`src/rtl/spi_txn_controller_if.sv`:
```
// Handshake bundle between the SPI transaction controller, its host, FIFOs and SPI master.
// The master modport is the controller's view; slave is the surrounding environment.
interface spi_txn_controller_if;
    logic        start;
    logic [15:0] byte_count;
    logic        read_en;
    logic        keep_cs;
    logic        abort;
    logic        txf_nempty;
    logic [7:0]  txf_data;
    logic        txf_pop;
    logic        spi_go;
    logic        spi_busy;
    logic [7:0]  spi_din;
    logic [7:0]  spi_dout;
    logic        rxf_full;
    logic        rxf_push;
    logic [7:0]  rxf_data;
    logic        cs_active;
    logic        busy;
    logic        done;
    logic        aborted;
    logic [15:0] bytes_done;

    modport master (
        input  start, byte_count, read_en, keep_cs, abort,
        input  txf_nempty, txf_data, spi_busy, spi_dout, rxf_full,
        output txf_pop, spi_go, spi_din, rxf_push, rxf_data,
        output cs_active, busy, done, aborted, bytes_done
    );

    modport slave (
        output start, byte_count, read_en, keep_cs, abort,
        output txf_nempty, txf_data, spi_busy, spi_dout, rxf_full,
        input  txf_pop, spi_go, spi_din, rxf_push, rxf_data,
        input  cs_active, busy, done, aborted, bytes_done
    );
endinterface

```
`src/rtl/spi_txn_controller.sv`:
```
// Sequences a multi-byte SPI transaction: CS setup, per-byte TX pop / SPI go / RX push,
// CS hold, with abort and keep-CS support. All outputs are registered.
module spi_txn_controller #(
    parameter int CS_SETUP = 2,
    parameter int CS_HOLD  = 2
) (
    input  logic clock,
    input  logic reset,
    spi_txn_controller_if.master bus
);
    typedef enum logic [3:0] {
        IDLE, SETUP, LOAD, GO, WAIT_START, WAIT_END, STORE, HOLD, FINISH
    } state_t;

    // Each counted state always occupies at least one cycle, so a zero count behaves like one.
    localparam logic [15:0] SETUP_LAST = 16'((CS_SETUP > 1) ? CS_SETUP - 1 : 0);
    localparam logic [15:0] HOLD_LAST  = 16'((CS_HOLD  > 1) ? CS_HOLD  - 1 : 0);

    state_t      state;
    logic [15:0] cnt;
    logic [15:0] count_q;
    logic        read_q;
    logic        keep_q;
    logic        abort_q;
    logic        txf_pop_q;
    logic        spi_go_q;
    logic [7:0]  spi_din_q;
    logic        rxf_push_q;
    logic [7:0]  rxf_data_q;
    logic        cs_q;
    logic        busy_q;
    logic        done_q;
    logic        aborted_q;
    logic [15:0] bytes_done_q;

    always_ff @(posedge clock) begin
        if (!reset) begin
            state        <= IDLE;
            cnt          <= '0;
            count_q      <= '0;
            read_q       <= 1'b0;
            keep_q       <= 1'b0;
            abort_q      <= 1'b0;
            txf_pop_q    <= 1'b0;
            spi_go_q     <= 1'b0;
            spi_din_q    <= '0;
            rxf_push_q   <= 1'b0;
            rxf_data_q   <= '0;
            cs_q         <= 1'b0;
            busy_q       <= 1'b0;
            done_q       <= 1'b0;
            aborted_q    <= 1'b0;
            bytes_done_q <= '0;
        end else begin
            txf_pop_q  <= 1'b0;
            spi_go_q   <= 1'b0;
            rxf_push_q <= 1'b0;
            done_q     <= 1'b0;
            // Once a byte is in flight, an abort is remembered and honoured after it lands.
            if (bus.abort && (state inside {GO, WAIT_START, WAIT_END, STORE}))
                abort_q <= 1'b1;
            case (state)
                IDLE: begin
                    if (bus.start) begin
                        bytes_done_q <= '0;
                        aborted_q    <= 1'b0;
                        abort_q      <= 1'b0;
                        busy_q       <= 1'b1;
                        if (bus.byte_count != 16'd0) begin
                            count_q <= bus.byte_count;
                            read_q  <= bus.read_en;
                            keep_q  <= bus.keep_cs;
                            cs_q    <= 1'b1;
                            cnt     <= '0;
                            state   <= SETUP;
                        end else begin
                            state <= FINISH;
                        end
                    end
                end
                SETUP: begin
                    if (bus.abort) begin
                        abort_q <= 1'b1;
                        cnt     <= '0;
                        state   <= HOLD;
                    end else if (cnt >= SETUP_LAST) begin
                        state <= LOAD;
                    end else begin
                        cnt <= cnt + 16'd1;
                    end
                end
                LOAD: begin
                    if (bus.abort) begin
                        abort_q <= 1'b1;
                        cnt     <= '0;
                        state   <= HOLD;
                    end else if (bus.txf_nempty) begin
                        spi_din_q <= bus.txf_data;
                        txf_pop_q <= 1'b1;
                        spi_go_q  <= 1'b1;
                        state     <= GO;
                    end
                end
                GO:         state <= WAIT_START;
                WAIT_START: if (bus.spi_busy) state <= WAIT_END;
                WAIT_END: begin
                    if (!bus.spi_busy) begin
                        rxf_data_q <= bus.spi_dout;
                        state      <= STORE;
                    end
                end
                STORE: begin
                    if (!read_q || !bus.rxf_full) begin
                        rxf_push_q   <= read_q;
                        bytes_done_q <= bytes_done_q + 16'd1;
                        cnt          <= '0;
                        if (abort_q || bus.abort || (bytes_done_q + 16'd1 == count_q))
                            state <= HOLD;
                        else
                            state <= LOAD;
                    end
                end
                HOLD: begin
                    if (cnt >= HOLD_LAST) begin
                        if (!keep_q || abort_q)
                            cs_q <= 1'b0;
                        state <= FINISH;
                    end else begin
                        cnt <= cnt + 16'd1;
                    end
                end
                FINISH: begin
                    done_q    <= 1'b1;
                    busy_q    <= 1'b0;
                    aborted_q <= abort_q;
                    state     <= IDLE;
                end
                default: state <= IDLE;
            endcase
        end
    end

    assign bus.txf_pop    = txf_pop_q;
    assign bus.spi_go     = spi_go_q;
    assign bus.spi_din    = spi_din_q;
    assign bus.rxf_push   = rxf_push_q;
    assign bus.rxf_data   = rxf_data_q;
    assign bus.cs_active  = cs_q;
    assign bus.busy       = busy_q;
    assign bus.done       = done_q;
    assign bus.aborted    = aborted_q;
    assign bus.bytes_done = bytes_done_q;
endmodule

```
`src/flat_wrapper.sv`:
```
// flat-port wrapper written by rule: the top's interface ports become plain ports
module spi_txn_controller_flat 
#(
    parameter int CS_SETUP = 2,
    parameter int CS_HOLD  = 2
)
  (clock, reset, bus_start, bus_byte_count, bus_read_en, bus_keep_cs, bus_abort, bus_txf_nempty, bus_txf_data, bus_spi_busy, bus_spi_dout, bus_rxf_full, bus_txf_pop, bus_spi_go, bus_spi_din, bus_rxf_push, bus_rxf_data, bus_cs_active, bus_busy, bus_done, bus_aborted, bus_bytes_done);
  spi_txn_controller_if bus_i ();
  input  logic clock;
  input  logic reset;
  input wire logic [$bits(bus_i.start)-1:0] bus_start;
  input wire logic [$bits(bus_i.byte_count)-1:0] bus_byte_count;
  input wire logic [$bits(bus_i.read_en)-1:0] bus_read_en;
  input wire logic [$bits(bus_i.keep_cs)-1:0] bus_keep_cs;
  input wire logic [$bits(bus_i.abort)-1:0] bus_abort;
  input wire logic [$bits(bus_i.txf_nempty)-1:0] bus_txf_nempty;
  input wire logic [$bits(bus_i.txf_data)-1:0] bus_txf_data;
  input wire logic [$bits(bus_i.spi_busy)-1:0] bus_spi_busy;
  input wire logic [$bits(bus_i.spi_dout)-1:0] bus_spi_dout;
  input wire logic [$bits(bus_i.rxf_full)-1:0] bus_rxf_full;
  output wire logic [$bits(bus_i.txf_pop)-1:0] bus_txf_pop;
  output wire logic [$bits(bus_i.spi_go)-1:0] bus_spi_go;
  output wire logic [$bits(bus_i.spi_din)-1:0] bus_spi_din;
  output wire logic [$bits(bus_i.rxf_push)-1:0] bus_rxf_push;
  output wire logic [$bits(bus_i.rxf_data)-1:0] bus_rxf_data;
  output wire logic [$bits(bus_i.cs_active)-1:0] bus_cs_active;
  output wire logic [$bits(bus_i.busy)-1:0] bus_busy;
  output wire logic [$bits(bus_i.done)-1:0] bus_done;
  output wire logic [$bits(bus_i.aborted)-1:0] bus_aborted;
  output wire logic [$bits(bus_i.bytes_done)-1:0] bus_bytes_done;
  assign bus_i.start = bus_start;
  assign bus_i.byte_count = bus_byte_count;
  assign bus_i.read_en = bus_read_en;
  assign bus_i.keep_cs = bus_keep_cs;
  assign bus_i.abort = bus_abort;
  assign bus_i.txf_nempty = bus_txf_nempty;
  assign bus_i.txf_data = bus_txf_data;
  assign bus_i.spi_busy = bus_spi_busy;
  assign bus_i.spi_dout = bus_spi_dout;
  assign bus_i.rxf_full = bus_rxf_full;
  assign bus_txf_pop = bus_i.txf_pop;
  assign bus_spi_go = bus_i.spi_go;
  assign bus_spi_din = bus_i.spi_din;
  assign bus_rxf_push = bus_i.rxf_push;
  assign bus_rxf_data = bus_i.rxf_data;
  assign bus_cs_active = bus_i.cs_active;
  assign bus_busy = bus_i.busy;
  assign bus_done = bus_i.done;
  assign bus_aborted = bus_i.aborted;
  assign bus_bytes_done = bus_i.bytes_done;
  spi_txn_controller #(.CS_SETUP(CS_SETUP), .CS_HOLD(CS_HOLD)) u_core (.clock(clock), .reset(reset), .bus(bus_i));
endmodule
```
`config.mk`:
```
export PLATFORM = sky130hd
export DESIGN_NAME = spi_txn_controller_flat
export DESIGN_NICKNAME = d
export VERILOG_FILES = /design/src/rtl/spi_txn_controller_if.sv /design/src/rtl/spi_txn_controller.sv /design/src/flat_wrapper.sv
export SDC_FILE = /design/constraint.sdc
export NUM_CORES = 1
export LEC_CHECK = 0
export CAP_MARGIN = 20
export CORE_MARGIN = 8
export CORE_UTILIZATION = 55
export CTS_BUF_LIST = sky130_fd_sc_hd__clkbuf_4
export DETAILED_ROUTE_END_ITERATION = 10
export GPL_TIMING_DRIVEN = 0
export MAX_ROUTING_LAYER = met4
export PLACE_DENSITY = 0.85
export SETUP_SLACK_MARGIN = 0.02
export SLEW_MARGIN = 20
export SYNTH_ARGS = -nofsm -noshare
export SYNTH_HDL_FRONTEND = slang
export SYNTH_SLANG_ARGS = --single-unit
```
`constraint.sdc`:
```
create_clock -name clock -period 4.5 [get_ports clock]
set_clock_uncertainty 0.2 [all_clocks]
set_input_delay 0.9 -clock clock [delete_from_list [all_inputs] [get_ports clock]]
set_output_delay 0.9 -clock clock [all_outputs]
set_load 0.05 [all_outputs]
```
==> reports/qor.csv <==
stage,metric,value,unit
status,status,finished clean,
pwr,Tot Pwr,1.947,mW
clock_tree,Num CTS Buffers,9,
clock_tree,Post CTS Setup Buffer Count,0,
worst_hold_path,HP Class,reg2reg,
timing,fmax,334.7,MHz
clock_tree,CTS tree,built,
timing,setup violators final,0,
clock_tree,clock tree root buffer cell,clkbuf_4,
finish,final core occ,71.71,%
pwr,clock share of power,21.9,%
synth,YS warnings,0,
placed_design,Inst Count DP,600,
worst_setup_path,CP startpoint,bus_byte_count[10],
placed_design,placed inst area,4678,µm²
clock_tree,clk sinks,77,
synth,top cell type's share of synthesized area,40.70,%
global_route,gr ovfl total,0,
floorplanning,core box area,6719,µm²
worst_setup_path,worst r2r src,u_core.bus.bytes_done[0],
clock_tree,Longest Clk Path Bufs,2,
finish,final instance area,4818,µm²
pwr,Psw,724.9,µW
timing,Slew headroom,60.00,%
worst_setup_path,"Worst Path Class, Setup",in2reg,
global_route,number of global-route vias before repair,3548,
global_route,Global Route Usage Sum,22.25,%
timing,Min Hold Slack,0.2744,ns
global_route,initial antenna violation count,0,
pwr,internal power,1.222,mW
routing,Routed Antenna Nets,0,
pwr,Combinational Power Share,36.9,%
placed_design,Port Buffers,79,
worst_setup_path,r2r setup slk,1.75,ns
finish,n_diodes,0,
clock_tree,worst skew pair latency,0.44,ns
synth,Post-synth EDFFs,0,
worst_setup_path,Startpoint Class,input pin,
timing,setup ws final,1.512,ns
worst_setup_path,worst setup path end,u_core.cnt[0],
floorplanning,height of the die,98.98,µm
clock_tree,clock slew at reported path FFs,0.13,ns
worst_setup_path,crit path max-delay cell type,clkdlybuf4s50_1,
timing,RSZ-0062 raised after global routing,false,
timing,part of the cycle the worst path needs,66.40,%
synth,syn nets,486,
worst_setup_path,worst reg2reg path depth,8,
finish,"Cell Count, Final, Fillers Out",616,
pwr,Worst VDD drop,0.2411,mV
pwr,Pleak,1.998,nW
routing,initial DRC count,278,
synth,Yosys reg bits,77,
placed_design,Final HPWL DP,7881,µm
worst_setup_path,FF-to-FF End,u_core.state[2],
finish,layout cells sized above 1,7.463,%
worst_setup_path,most frequent CP cell,nor2_1,
placed_design,DP Worst Slack,1.060,ns
worst_setup_path,maximum fanout along the worst path,10,
pwr,Switching Share,37.23,%
synth,Most used DFF post-synth,dfxtp_1,
worst_setup_path,CP cell instances,clkdlybuf4s50_1 > nor4_1 > nand4_1 > a21oi_1 > or3_1 > nor2_1 > nor2_1 > clkbuf_1 > and2_1,
run,total of max-cap violations,0,
synth,ys async rst share,0,%
global_route,largest net degree at the start of global routing,15,
pwr,PD cells,404.1,nW/µm²
routing,Post-Route WL,10320,µm
floorplanning,die area,9797,µm²
timing,"Slew Viols, Final",0,
timing,Tightest Pin Transition,0.6000,ns
routing,Initial DRT Pass Iterations,5,
clock_tree,post-cts resize count,0,
clock_tree,H-tree depth,3,
finish,Final Net Count,576,
floorplanning,row cnt,30,
floorplanning,Die Width,98.98,µm
worst_setup_path,"slowest stage delay, CP",0.42,ns
synth,"top cells by area, synth","dfxtp_1 (41%), mux2i_1 (9.3%), nor2_1 (6.7%)",
synth,Syn Area/Cell,8.588,µm²
finish,"Area growth, synth to finish",27.22,%
pwr,Seq pwr share,41.2,%
timing,TNS Setup,0,ns
worst_setup_path,Worst Path Arrival,3.17,ns
synth,register area share after synthesis,40.70,%
synth,Post-Syn Area,3787,µm²
placed_design,GPL Wtd Cong,0.9537,
synth,count of cell types in the netlist,60,
floorplanning,I/O pin count,80,
clock_tree,CTS hold repair buffers,0,
timing,minimum clock period,2.988,ns
timing,Final Hold Viols,0,
routing,routed vias,3572,
routing,DRC Markers,0,
worst_setup_path,CP Data Required Time,4.68,ns
worst_hold_path,hold path start,u_core.cnt[6],
routing,routed vias/inst,5.799,
worst_setup_path,CP endpoint kind,flip-flop,
floorplanning,initial core utilization,56.37,%
global_route,first-pass GRT wire length,17240,µm
synth,"area leader, netlist",dfxtp_1,
routing,DR WL/cell,16.76,µm
synth,Syn Inst Count,441,
routing by layer:
| metal | part of all wire [%] | track usage (%) | routed length [µm] |
|---|---|---|---|
| met1 | 45 | 28.73 | 4674 |
| met3 | 7.5 | 4.581 | 773 |
| met5 | 0 | - | 0 |
| met4 | 1.9 | 8.501 | 191 |
| met2 | 45 | 33.32 | 4684 |
sequential cells by signal (all words and copies together) (netlist names), 4 cells and up:
| name | cells |
|---|---|
| u_core.count_q | 16 |
| u_core.cnt | 16 |
| u_core.bus.bytes_done | 16 |
| u_core.state | 4 |
| u_core.bus.spi_din | 8 |
| u_core.bus.rxf_data | 8 |
power by group through the flow:
| stage | clock network [mW] | logic, mW | registers, mW |
|---|---|---|---|
| after floorplan | 0 | 0.478 | 0.844 |
| after global placement | 0 | 0.694 | 0.812 |
| final | 0.426 | 0.718 | 0.803 |
| after global routing | 0.472 | 0.793 | 0.808 |
| after detailed placement | 0 | 0.711 | 0.816 |
| after CTS | 0.433 | 0.715 | 0.800 |
kinds of logic (layout without fill, tap and decap cells):
logic type      count (synthesis)  after routing  share of synthesized area (%)
compound gates                 76             76                          12.03
xor+xnor                       19             19                          4.394
fa+ha+maj                       4              4                          1.321
buf+inv                        42            137                          4.592
flops                          77             77                          40.70
mux                            36             36                          9.547
simple gates                  187            187                          27.42
synthesized netlist by cell type, drive strengths merged (13+ instances only):
cell type,count
and2,21
o21ai,19
mux2i,35
xnor2,13
nor4,13
buf,13
nand2,15
nand3,17
dfxtp,77
clkbuf,19
nor2,68
a21oi,35
how the worst min path moves through the flow:
stage | endpoint | slack, ns | depth (start not counted)
after global routing | u_core.cnt[6] | 0.30 | 1
after CTS | u_core.bus.cs_active | 0.28 | 2
after floorplan | u_core.cnt[12] | 0.23 | 1
after global placement | u_core.bus.cs_active | 0.24 | 2
final | u_core.cnt[6] | 0.27 | 1
after detailed placement | u_core.cnt[6] | 0.25 | 1
critical path, delay by kind of cell:
| kind | cells | cell delay (ns) |
|---|---|---|
| simple gates | 6 | 1.27 |
| buf+inv | 2 | 0.73 |
| compound gates | 1 | 0.26 |
cells in the final DEF, fill, tap and decap left out, types with 4 or more instances in the layout:
cell / instances
a21oi_1: 34
nand4_1: 9
buf_2: 10
clkbuf_1: 19
dfxtp_1: 77
nand2_1: 15
nor2b_1: 6
xnor2_1: 13
nand3_1: 15
o21ai_0: 19
or3_1: 8
nor2_1: 68
xor2_1: 6
mux2i_1: 35
ha_1: 4
clkdlybuf4s50_1: 79
nor4_1: 10
nor3_1: 7
and2_1: 18
clkbuf_4: 9
inv_1: 10
layout make-up:
type,instances,area (µm²)
multi-input combinational,322,2072
fill,552,1901
sequential,77,1541
timing repair buffer,79,790.8
buffer,32,136.4
tap,80,100.1
clock inverter,7,72.57
clock buffer,9,67.56
inverter,10,37.54
(Power assumes the default switching activity.)
